$ cat config.mk
export PLATFORM = sky130hd
export DESIGN_NAME = vc_writeback_buffer
export DESIGN_NICKNAME = d
export VERILOG_FILES = /design/src/rtl/vc_writeback_buffer_pkg.sv /design/src/rtl/wbb_entry_array.sv /design/src/rtl/vc_writeback_buffer.sv
export SDC_FILE = /design/constraint.sdc
export NUM_CORES = 2
export LEC_CHECK = 0
export BUFFER_PORTS_ARGS = -buffer_cell sky130_fd_sc_hd__buf_4
export CORE_MARGIN = 8
export CORE_UTILIZATION = 60
export CTS_BUF_LIST = sky130_fd_sc_hd__clkbuf_4 sky130_fd_sc_hd__clkbuf_8 sky130_fd_sc_hd__clkbuf_16
export CTS_CLUSTER_SIZE = 20
export DETAILED_ROUTE_END_ITERATION = 10
export GPL_ROUTABILITY_DRIVEN = 0
export PLACE_DENSITY = 0.81
export SETUP_SLACK_MARGIN = 0.3
export SYNTH_ARGS = -nofsm -noshare
export SYNTH_HDL_FRONTEND = slang
export SYNTH_SLANG_ARGS = --single-unit
export TNS_END_PERCENT = 100
$ cat constraint.sdc
create_clock -name clk -period 23.6 [get_ports clk]
set_clock_uncertainty 0.2 [all_clocks]
set_input_delay 1.18 -clock clk [delete_from_list [all_inputs] [get_ports clk]]
set_output_delay 1.18 -clock clk [all_outputs]
set_load 0.1 [all_outputs]
$ cat src/rtl/vc_writeback_buffer_pkg.sv
// Shared types for the victim-cache write-back buffer.
package vc_writeback_buffer_pkg;

  typedef logic [127:0] lc3b_line;
  typedef logic [11:0]  lc3b_line_addr;

  typedef enum logic [1:0] {
    WBB_IDLE  = 2'd0,
    WBB_READ  = 2'd1,
    WBB_WRITE = 2'd2,
    WBB_ACK   = 2'd3
  } wbb_state_t;

endpackage

$ cat src/rtl/wbb_entry_array.sv
// Circular store of queued dirty lines with an address CAM for coalescing
// incoming evictions and for serving L2 reads out of the buffer.
module wbb_entry_array
  import vc_writeback_buffer_pkg::*;
#(
  parameter int DEPTH  = 4,
  parameter int ADDR_W = 12,
  parameter int LINE_W = 128
) (
  input  logic                    clk,
  input  logic                    reset_n,
  input  logic                    push,
  input  logic [ADDR_W-1:0]       push_addr,
  input  logic [LINE_W-1:0]       push_data,
  input  logic                    pop,
  input  logic                    draining,
  input  logic [ADDR_W-1:0]       rd_addr,
  output logic                    wb_hit,
  output logic                    wb_hit_draining,
  output logic                    rd_hit,
  output logic [LINE_W-1:0]       rd_hit_data,
  output logic [ADDR_W-1:0]       head_addr,
  output logic [LINE_W-1:0]       head_data,
  output logic [$clog2(DEPTH):0]  count
);

  localparam int PTR_W = $clog2(DEPTH);
  localparam int CNT_W = PTR_W + 1;

  logic [DEPTH-1:0]  valid;
  logic [ADDR_W-1:0] addr_mem [DEPTH];
  logic [LINE_W-1:0] data_mem [DEPTH];
  logic [PTR_W-1:0]  head, tail;
  logic [PTR_W-1:0]  scan_idx, wb_idx, rd_idx;
  logic              coalesce, alloc;

  // Scan oldest to newest so the newest match wins; a line can only be
  // duplicated as the draining head plus a newer tail copy.
  always_comb begin
    wb_hit   = 1'b0;
    rd_hit   = 1'b0;
    wb_idx   = head;
    rd_idx   = head;
    scan_idx = head;
    for (int i = 0; i < DEPTH; i++) begin
      scan_idx = head + PTR_W'(i);
      if (valid[scan_idx] && addr_mem[scan_idx] == push_addr) begin
        wb_hit = 1'b1;
        wb_idx = scan_idx;
      end
      if (valid[scan_idx] && addr_mem[scan_idx] == rd_addr) begin
        rd_hit = 1'b1;
        rd_idx = scan_idx;
      end
    end
  end

  assign wb_hit_draining = wb_hit & draining & (wb_idx == head);
  assign coalesce        = wb_hit & ~wb_hit_draining;
  assign alloc           = push & ~coalesce;
  assign rd_hit_data     = data_mem[rd_idx];
  assign head_addr       = addr_mem[head];
  assign head_data       = data_mem[head];

  always_ff @(posedge clk) begin
    if (!reset_n) begin
      head  <= '0;
      tail  <= '0;
      count <= '0;
      valid <= '0;
      for (int i = 0; i < DEPTH; i++) begin
        addr_mem[i] <= '0;
        data_mem[i] <= '0;
      end
    end else begin
      if (push && coalesce) begin
        data_mem[wb_idx] <= push_data;
      end else if (alloc) begin
        valid[tail]    <= 1'b1;
        addr_mem[tail] <= push_addr;
        data_mem[tail] <= push_data;
        tail           <= tail + PTR_W'(1);
      end
      if (pop) begin
        valid[head] <= 1'b0;
        head        <= head + PTR_W'(1);
      end
      count <= count + CNT_W'(alloc) - CNT_W'(pop);
    end
  end

endmodule

$ cat src/rtl/vc_writeback_buffer.sv
// Write-back buffer between the victim cache and pmem: queues dirty lines,
// arbitrates the pmem port between L2 fills and drains, forwards buffered data.
//   state     | meaning
//   WBB_IDLE  | pmem free; pick read-hit ack, miss fill or drain
//   WBB_READ  | pmem read of an L2 miss outstanding
//   WBB_WRITE | head line being written to pmem
//   WBB_ACK   | rd_ack pulse with rd_data
module vc_writeback_buffer
  import vc_writeback_buffer_pkg::*;
#(
  parameter int DEPTH  = 4,
  parameter int ADDR_W = 12,
  parameter int LINE_W = 128
) (
  input  logic              clk,
  input  logic              reset_n,
  input  logic              wb_valid,
  input  logic [ADDR_W-1:0] wb_address,
  input  logic [LINE_W-1:0] wb_data,
  output logic              wb_accept,
  input  logic              rd_req,
  input  logic [ADDR_W-1:0] rd_address,
  output logic [LINE_W-1:0] rd_data,
  output logic              rd_ack,
  output logic              pmem_busy,
  output logic              pmem_read,
  output logic              pmem_write,
  output logic [15:0]       pmem_address,
  output logic [LINE_W-1:0] pmem_wdata,
  input  logic [LINE_W-1:0] pmem_rdata,
  input  logic              pmem_resp
);

  localparam int CNT_W = $clog2(DEPTH) + 1;

  wbb_state_t        state, state_next;
  logic [ADDR_W-1:0] rd_addr_q, head_addr;
  logic [LINE_W-1:0] rd_data_q, rd_hit_data, head_data;
  logic [CNT_W-1:0]  count;
  logic              wb_hit, wb_hit_draining, rd_hit;
  logic              full, push, pop, fwd, rd_any_hit;

  wbb_entry_array #(
    .DEPTH  (DEPTH),
    .ADDR_W (ADDR_W),
    .LINE_W (LINE_W)
  ) u_entry_array (
    .clk             (clk),
    .reset_n         (reset_n),
    .push            (push),
    .push_addr       (wb_address),
    .push_data       (wb_data),
    .pop             (pop),
    .draining        (state == WBB_WRITE),
    .rd_addr         (rd_address),
    .wb_hit          (wb_hit),
    .wb_hit_draining (wb_hit_draining),
    .rd_hit          (rd_hit),
    .rd_hit_data     (rd_hit_data),
    .head_addr       (head_addr),
    .head_data       (head_data),
    .count           (count)
  );

  assign full       = (count == CNT_W'(DEPTH));
  assign push       = reset_n & wb_valid & (~full | (wb_hit & ~wb_hit_draining));
  assign pop        = (state == WBB_WRITE) & pmem_resp;
  assign fwd        = push & (wb_address == rd_address);
  assign rd_any_hit = rd_hit | fwd;

  // A full buffer drains before any miss fill is allowed to start.
  always_comb begin
    state_next = state;
    case (state)
      WBB_IDLE: begin
        if (rd_req && rd_any_hit)  state_next = WBB_ACK;
        else if (rd_req && !full)  state_next = WBB_READ;
        else if (count != '0)      state_next = WBB_WRITE;
      end
      WBB_READ:  if (pmem_resp) state_next = WBB_ACK;
      WBB_WRITE: if (pmem_resp) state_next = WBB_IDLE;
      WBB_ACK:   state_next = WBB_IDLE;
      default:   state_next = WBB_IDLE;
    endcase
  end

  always_ff @(posedge clk) begin
    if (!reset_n) begin
      state     <= WBB_IDLE;
      rd_addr_q <= '0;
      rd_data_q <= '0;
    end else begin
      state <= state_next;
      if (state == WBB_IDLE && rd_req) begin
        rd_addr_q <= rd_address;
        if (fwd)         rd_data_q <= wb_data;
        else if (rd_hit) rd_data_q <= rd_hit_data;
      end
      if (state == WBB_READ && pmem_resp) rd_data_q <= pmem_rdata;
    end
  end

  always_comb begin
    pmem_address = '0;
    pmem_wdata   = '0;
    if (state == WBB_READ) begin
      pmem_address = 16'({rd_addr_q, 4'b0000});
    end else if (state == WBB_WRITE) begin
      pmem_address = 16'({head_addr, 4'b0000});
      pmem_wdata   = head_data;
    end
  end

  assign wb_accept  = push;
  assign rd_data    = rd_data_q;
  assign rd_ack     = (state == WBB_ACK);
  assign pmem_busy  = (state != WBB_IDLE);
  assign pmem_read  = (state == WBB_READ);
  assign pmem_write = (state == WBB_WRITE);

endmodule

Word-level counts from Yosys, hierarchy flattened
Memory sizes are Yosys's and may differ from the RTL's. A register that Yosys moved wholly into a read port is not among the register bits.
Index checks and enable logic that the tools add are counted.
{"block": "classes", "bitwise_logic": 17, "addsub": 6, "n_eq_ne": 17, "n_reduce_logical": 27, "order_cmp": 7, "mux": 65}
{"cell": "128-bit 2-to-1 mux", "n": 8}
{"cell": "128-bit OR reduction", "n": 2}
{"cell": "12-bit == test", "n": 9}
{"cell": "2-bit 2-to-1 mux", "n": 18}
{"cell": "16-bit 2-to-1 mux", "n": 2}
{"cell": "1-bit 2-to-1 mux", "n": 25}
{"cell": "4-bit 2-to-1 mux", "n": 4}
{"cell": "1-bit logical AND", "n": 15}
{"cell": "2-bit by 3-bit less-than comparator with 1-bit output (second input constant)", "n": 5}
{"cell": "12-bit 2-to-1 mux", "n": 1}
{"cell": "12-bit OR reduction", "n": 1}
{"cell": "1-bit bitwise AND", "n": 8}
{"cell": "1-bit binary-select mux with 2-bit select", "n": 4}
{"cell": "2-bit case mux with 4 select lines", "n": 1}
{"cell": "3-bit nonzero test", "n": 2}
{"cell": "2-bit by 1-bit adder with 2-bit output (second input constant)", "n": 2}
{"cell": "2-bit adder (second input constant)", "n": 2}
{"cell": "4-bit bitwise AND", "n": 1}
{"cell": "1-bit demux with 2-bit select", "n": 2}
{"cell": "2-bit == test (second input constant)", "n": 2}
{"cell": "2-bit by 1-bit greater-or-equal comparator with 1-bit output (second input constant)", "n": 2}
{"cell": "4-bit != test (second input constant)", "n": 1}
{"cell": "1-bit inverter", "n": 4}
{"cell": "4-bit inverter", "n": 1}
{"cell": "other kinds (14)", "n": 17}
{"block": "word_totals", "n_memories": 2, "out_inout_bits": 277, "mem_bits_rw": 560, "wordCells": 148, "reg_bits": 153}
{"memory": "u_entry_array.data_mem", "depth": 4, "word_bits": 128, "rd": 2, "rd_ports_with_merged_regs": 1, "write_ports": 4, "line_no": "wbb_entry_array.sv:32", "text": "logic [LINE_W-1:0] data_mem [DEPTH];"}
{"memory": "u_entry_array.addr_mem", "depth": 4, "word_bits": 12, "rd": 4, "rd_ports_with_merged_regs": 1, "write_ports": 4, "line_no": "wbb_entry_array.sv:31", "text": "logic [ADDR_W-1:0] addr_mem [DEPTH];"}

Depth between registers and ports, before layout
{"block": "depth", "word_depth": 20, "depth_mapped": 24, "depth_no_buf": 13}

Cells and area by module
A second synthesis with hierarchy kept.
{"block": "hier_totals", "hier_cells": 3451, "area_unflattened_um2": 41606.2}
{"mod": "wbb_entry_array", "area_per_inst_um2": 33505.9, "cells_per_inst": 2340, "instances": 1}
{"mod": "vc_writeback_buffer", "area_per_inst_um2": 8100.3, "cells_per_inst": 1111, "instances": 1}

Worst setup path after synthesis
Ideal clock, no wire load.
{"block": "synth_path", "path_type": "reg2reg", "startpoint": "reg u_entry_array.head[0]", "endpoint": "mem u_entry_array.data_mem[0][0], enable pin", "required_ps": 22909, "stages_incl_launch_ff": 22, "period_less_slack_ps": 7867, "setup_slack_ps": 15733, "n_path_buf": 9, "arrival_ps": 7175, "cell_sequence": "dfxtp_1 buf_6 buf_4 inv_2 buf_2 clkbuf_1 clkbuf_1 ha_1 buf_4 buf_6 mux4_2 xnor2_1 nand3_1 nor4_1 nor3_1 a2111o_1 a21oi_1 o21bai_1 or2_1 buf_2 buf_2 nand2_1"}
{"element": "start: declaration", "line_no": "wbb_entry_array.sv:33", "text": "logic [PTR_W-1:0] head, tail;"}
{"element": "start signal: assignment", "line_no": "wbb_entry_array.sv:86", "text": "head <= head + PTR_W'(1);"}
{"element": "end: declaration", "line_no": "wbb_entry_array.sv:32"}

Worst setup path after layout
{"block": "layout_path", "startpoint": "reg u_entry_array.head[0]", "endpoint": "reg rd_data_q[10], in the netlist rd_data[10]"}
{"block": "layout_via", "elab_chain_cells": 17, "word_cells_on_any_way": 55}
{"element": "2-bit by 1-bit adder with 2-bit output or 1-bit binary-select mux with 2-bit select (tied branches)", "line_no": "wbb_entry_array.sv:46, wbb_entry_array.sv:47, wbb_entry_array.sv:51"}
{"element": "memory read 4 x 12 bit, or another cell as far along"}
{"element": "12-bit == test, or another cell as far along", "line_no": "wbb_entry_array.sv:47", "text": "if (valid[scan_idx] && addr_mem[scan_idx] == push_addr) begin"}
{"element": "1-bit logical AND or 1-bit 2-to-1 mux (tied branches)", "line_no": "wbb_entry_array.sv:47"}
{"element": "2-bit 2-to-1 mux or 1-bit 2-to-1 mux (tied branches) (3 in series)", "line_no": "wbb_entry_array.sv:47"}
{"element": "2-bit == test or 1-bit bitwise AND (tied branches)", "line_no": "wbb_entry_array.sv:58", "text": "assign wb_hit_draining = wb_hit & draining & (wb_idx == head);"}
{"element": "1-bit bitwise AND", "line_no": "wbb_entry_array.sv:58"}
{"element": "1-bit inverter", "line_no": "vc_writeback_buffer.sv:66", "text": "assign push = reset_n & wb_valid & (~full | (wb_hit & ~wb_hit_draining));"}
{"element": "1-bit bitwise AND", "line_no": "vc_writeback_buffer.sv:66"}
{"element": "1-bit OR", "line_no": "vc_writeback_buffer.sv:66"}
{"element": "1-bit bitwise AND", "line_no": "vc_writeback_buffer.sv:66"}
{"element": "1-bit bitwise AND", "line_no": "vc_writeback_buffer.sv:68", "text": "assign fwd = push & (wb_address == rd_address);"}
{"element": "128-bit 2-to-1 mux", "line_no": "vc_writeback_buffer.sv:96", "text": "if (fwd) rd_data_q <= wb_data;"}
{"element": "128-bit 2-to-1 mux", "line_no": "vc_writeback_buffer.sv:94", "text": "if (state == WBB_IDLE && rd_req) begin"}
{"element": "128-bit 2-to-1 mux", "line_no": "vc_writeback_buffer.sv:99", "text": "if (state == WBB_READ && pmem_resp) rd_data_q <= pmem_rdata;"}
{"element": "end signal: assignment", "line_no": "vc_writeback_buffer.sv:96"}
{"element": "end signal: assignment", "line_no": "vc_writeback_buffer.sv:97", "text": "else if (rd_hit) rd_data_q <= rd_hit_data;"}
{"element": "end signal: assignment", "line_no": "vc_writeback_buffer.sv:99"}
{"element": "end: declaration", "line_no": "vc_writeback_buffer.sv:38", "text": "logic [LINE_W-1:0] rd_data_q, rd_hit_data, head_data;"}
Several ways; a longest one is shown, not always the timed one. The select of a mux whose other input is x is not followed.
A chain may end at the register's enable or synchronous reset.

==> results.md <==
- Status: finished, final reports clean
- Worst slew pin tran: ~1.3 ns
- DR vias/cell: between 6 and 7
- Routed WL: roughly 130000 µm
- Initial antenna violation count: 21
- Final Setup Violations: 0
- Fin crit share: 38.33%
- Die Height: between 200 and 300 µm
- Starting Density: approximately three fifths
- Setup WS post-layout: about 15 ns
- Reg clk slew, reported paths: ~0.060 ns
- Share of layout cells above drive strength 1: 28.97%
- Io pins: 562
- Nets: 3865
- CP top delay family: buffers and inverters
- Largest stage delay on the critical path: just over 0.9 ns
- Clk Latency, worst-skew pair: 0.61 ns
- Initial drt markers: approximately 4.6k
- Routed Antenna Nets: 0
- Crit path cell chain: inv_2 -> buf_4 -> ha_2 -> buf_4 -> mux2i_1 -> mux2i_1 -> o2111ai_1 -> nor4_4 -> buf_4 -> and2_2 -> a21oi_2 -> xnor2_2 -> buf_4 -> buf_4 -> mux4_2 -> a221o_1
- Total gr overflow: 0
- HP Class: reg -> reg
- CTS Buffer Depth: 3
- Maximum vdd ir drop: around 0.09 mV
- Total Routing Usage GR: about a third
- Sequential fraction of the synthesis area: approximately half
- Fillcell total: around 4.4k
- Pre-CTS setup slack: approximately 15 ns
- Max Slew Vio Count: 0
- DRC: 0
- Synth Area per Inst: ~12 µm²
- Max-cap violations: 0
- Setup TNS: 0 ns
- Mapped cell area: around 40000 µm²
- CTS root buf: clkbuf_16
- DIE WIDTH: 271.5 µm
- Layout Cells excl Fill: around 4.5k
- Max H-tree Level: 3
- Hpwl dp: about 82000 µm
- Post-CTS Setup Bufs: 0
- Clk sinks: between 700 and 800
- Commonest non-fill, non-tap cell in the layout: buf_4
- DP Cell Count: 4346
- Port Buffers: 557
- Hold-fix buffers at CTS: 0
- CORE AREA: ~64000 µm²
- Worst Setup Path Type: reg -> reg
- Crit path depth: 16
- Worst EP arrival: 9.35 ns
- Die area: approximately 74000 µm²
- Post-synth EDFFs: 560
- Fin util: between 70% and 80%
- P&R area growth vs syn: 17.95%
- Vias: 30.94k
- Worst hold stages: 2
- Pwr/cell area: 82.98 nW/µm²
- Pre-Repair DR Iteration Count: 6
- Slowest stage cell, crit path: buf_4
- First-pass GRT wire length: 193000 µm
- Hold Violations, Final: 0
- CP required: about 24 ns
- #FFs+latches synth: 715
- Most frequent cells in the layout: 595 x buf_4, 560 x edfxtp_1, 438 x nor2_1, 284 x mux4_2, 244 x nand2_1
- CP max FO: 75
- Post-CTS resize count: 0
- # rows: between 90 and 100
- Synth warnings: 0
- Leakage: approximately 19 nW
- CTS tree: yes
- Tmin final: 9.046 ns
- Drt wl/cell: around 29 µm
- Syn Inst Count: around 3.2k
- Cell mode on critical path: buf_4
- R2R cell count: 16
- Highest clock rate: between 100 and 150 MHz
- Distinct cells, synth: 67
- Crit end category: flip-flop
- Buf/Inv on CP: 6
- CP startpoint kind: flip-flop
- Vias in the first global route: around 31k
- Asr flop ratio synth: 0%
- Max-slew headroom: 15.46%
- CTS buffer count: 76
- RSZ-0062 raised after global routing: no
- Largest net degree at the start of global routing: 130
- Top FF cell, synth: edfxtp_1
==> worst reg2reg max path, cell delays in order, from the launching register on <==
cell,delay [ns]
dfxtp_4,0.76
inv_2,0.07
buf_4,0.37
ha_2,0.84
buf_4,0.47
mux2i_1,0.38
mux2i_1,0.24
o2111ai_1,0.22
nor4_4,0.29
buf_4,0.64
and2_2,0.95
a21oi_2,0.11
xnor2_2,0.62
buf_4,0.78
buf_4,1.02
mux4_2,0.66
a221o_1,0.31
==> logic make-up after synthesis <==
logic type,share of synthesized area [%]
compound gates,10.87
xor+xnor,2.526
fa+ha+maj,0.3705
buf+inv,4.928
flops,50.84
mux,17.86
other cells,0.009572
simple gates,12.59
==> state kept, by name (all words and copies together) (netlist names), named ones only <==
name                    count
u_entry_array.addr_mem     48
u_entry_array.tail          2
u_entry_array.head          2
state                       2
u_entry_array.valid         4
u_entry_array.count         3
rd_data                   128
u_entry_array.data_mem    512
rd_addr_q                  12
==> metal layers <==
metal	vias to the layer above	global-route usage, %	share of wire (%)
met4	14	16.72	5.0
met5	-	0	0.073
li1	12750	-	-
met3	376	8.897	13
met2	2432	53.60	47
met1	15369	43.12	35
==> cell usage after synthesis (all sizes together), types with 3 or more instances <==
master	n	share of area (%)
nor3	8	0.11
and3	22	0.35
o211ai	38	0.74
a221oi	36	0.80
a21o	4	0.077
mux4	284	16
nor2	440	4.2
a211oi	7	0.13
nor4	12	0.28
a221o	110	2.8
and2	220	3.5
nand2b	7	0.11
o21ai	26	0.33
nand4	15	0.24
nand2	247	2.4
clkbuf	128	1.2
buf	167	2.3
inv	143	1.4
ha	10	0.32
a21oi	43	0.57
a22o	141	3.2
o2111ai	4	0.11
dfxtp	155	7.9
edfxtp	560	43
xnor2	97	2.2
or3	3	0.048
o211a	36	0.92
mux2i	57	1.5
nor2b	39	0.62
xor2	16	0.36
or2	4	0.064
a211o	36	0.80
nand3	46	0.59
==> area by class of cell <==
class                   count  area (µm²)  area share [%]
inverters                 144       540.5           1.170
flip-flops and latches    715       19930           43.13
well taps                 855        1070           2.315
diodes                     18       45.04         0.09748
multi-input cells        2035       17500           37.88
clock buffers              98        2140           4.630
repair buffers            597        4507           9.753
clock inverters            42       473.0           1.024
==> metrics by stage <==
| step | cell area (µm²) | hold slack, ns | power [W] |
|---|---|---|---|
| after floorplan | 39190 | 0.2366 | 0.002307 |
| after global placement | 43550 | 0.2416 | 0.002562 |
| after detailed placement | 43550 | 0.2467 | 0.002589 |
| after CTS | 46160 | 0.2543 | 0.003827 |
| after global routing | 46200 | 0.2656 | 0.003933 |
| final | 46210 | 0.2552 | 0.003835 |
==> where the power goes <==
part           switching [W]  internal [W]
logic               0.000719      0.000326
registers          0.0000763       0.00146
clock network       0.000512      0.000743
total                0.00131       0.00253
==> final timing paths <==
path	startpoint	to	slack, ns
setup / recovery	u_entry_array.head[0]	rd_data[10]	14.55
hold / removal	rd_addr_q[3]	rd_addr_q[3]	0.26
setup reg to reg	u_entry_array.head[0]	rd_data[10]	14.55
hold reg to reg	rd_addr_q[3]	rd_addr_q[3]	0.26
Note: power is estimated with default switching activity, not from simulation.
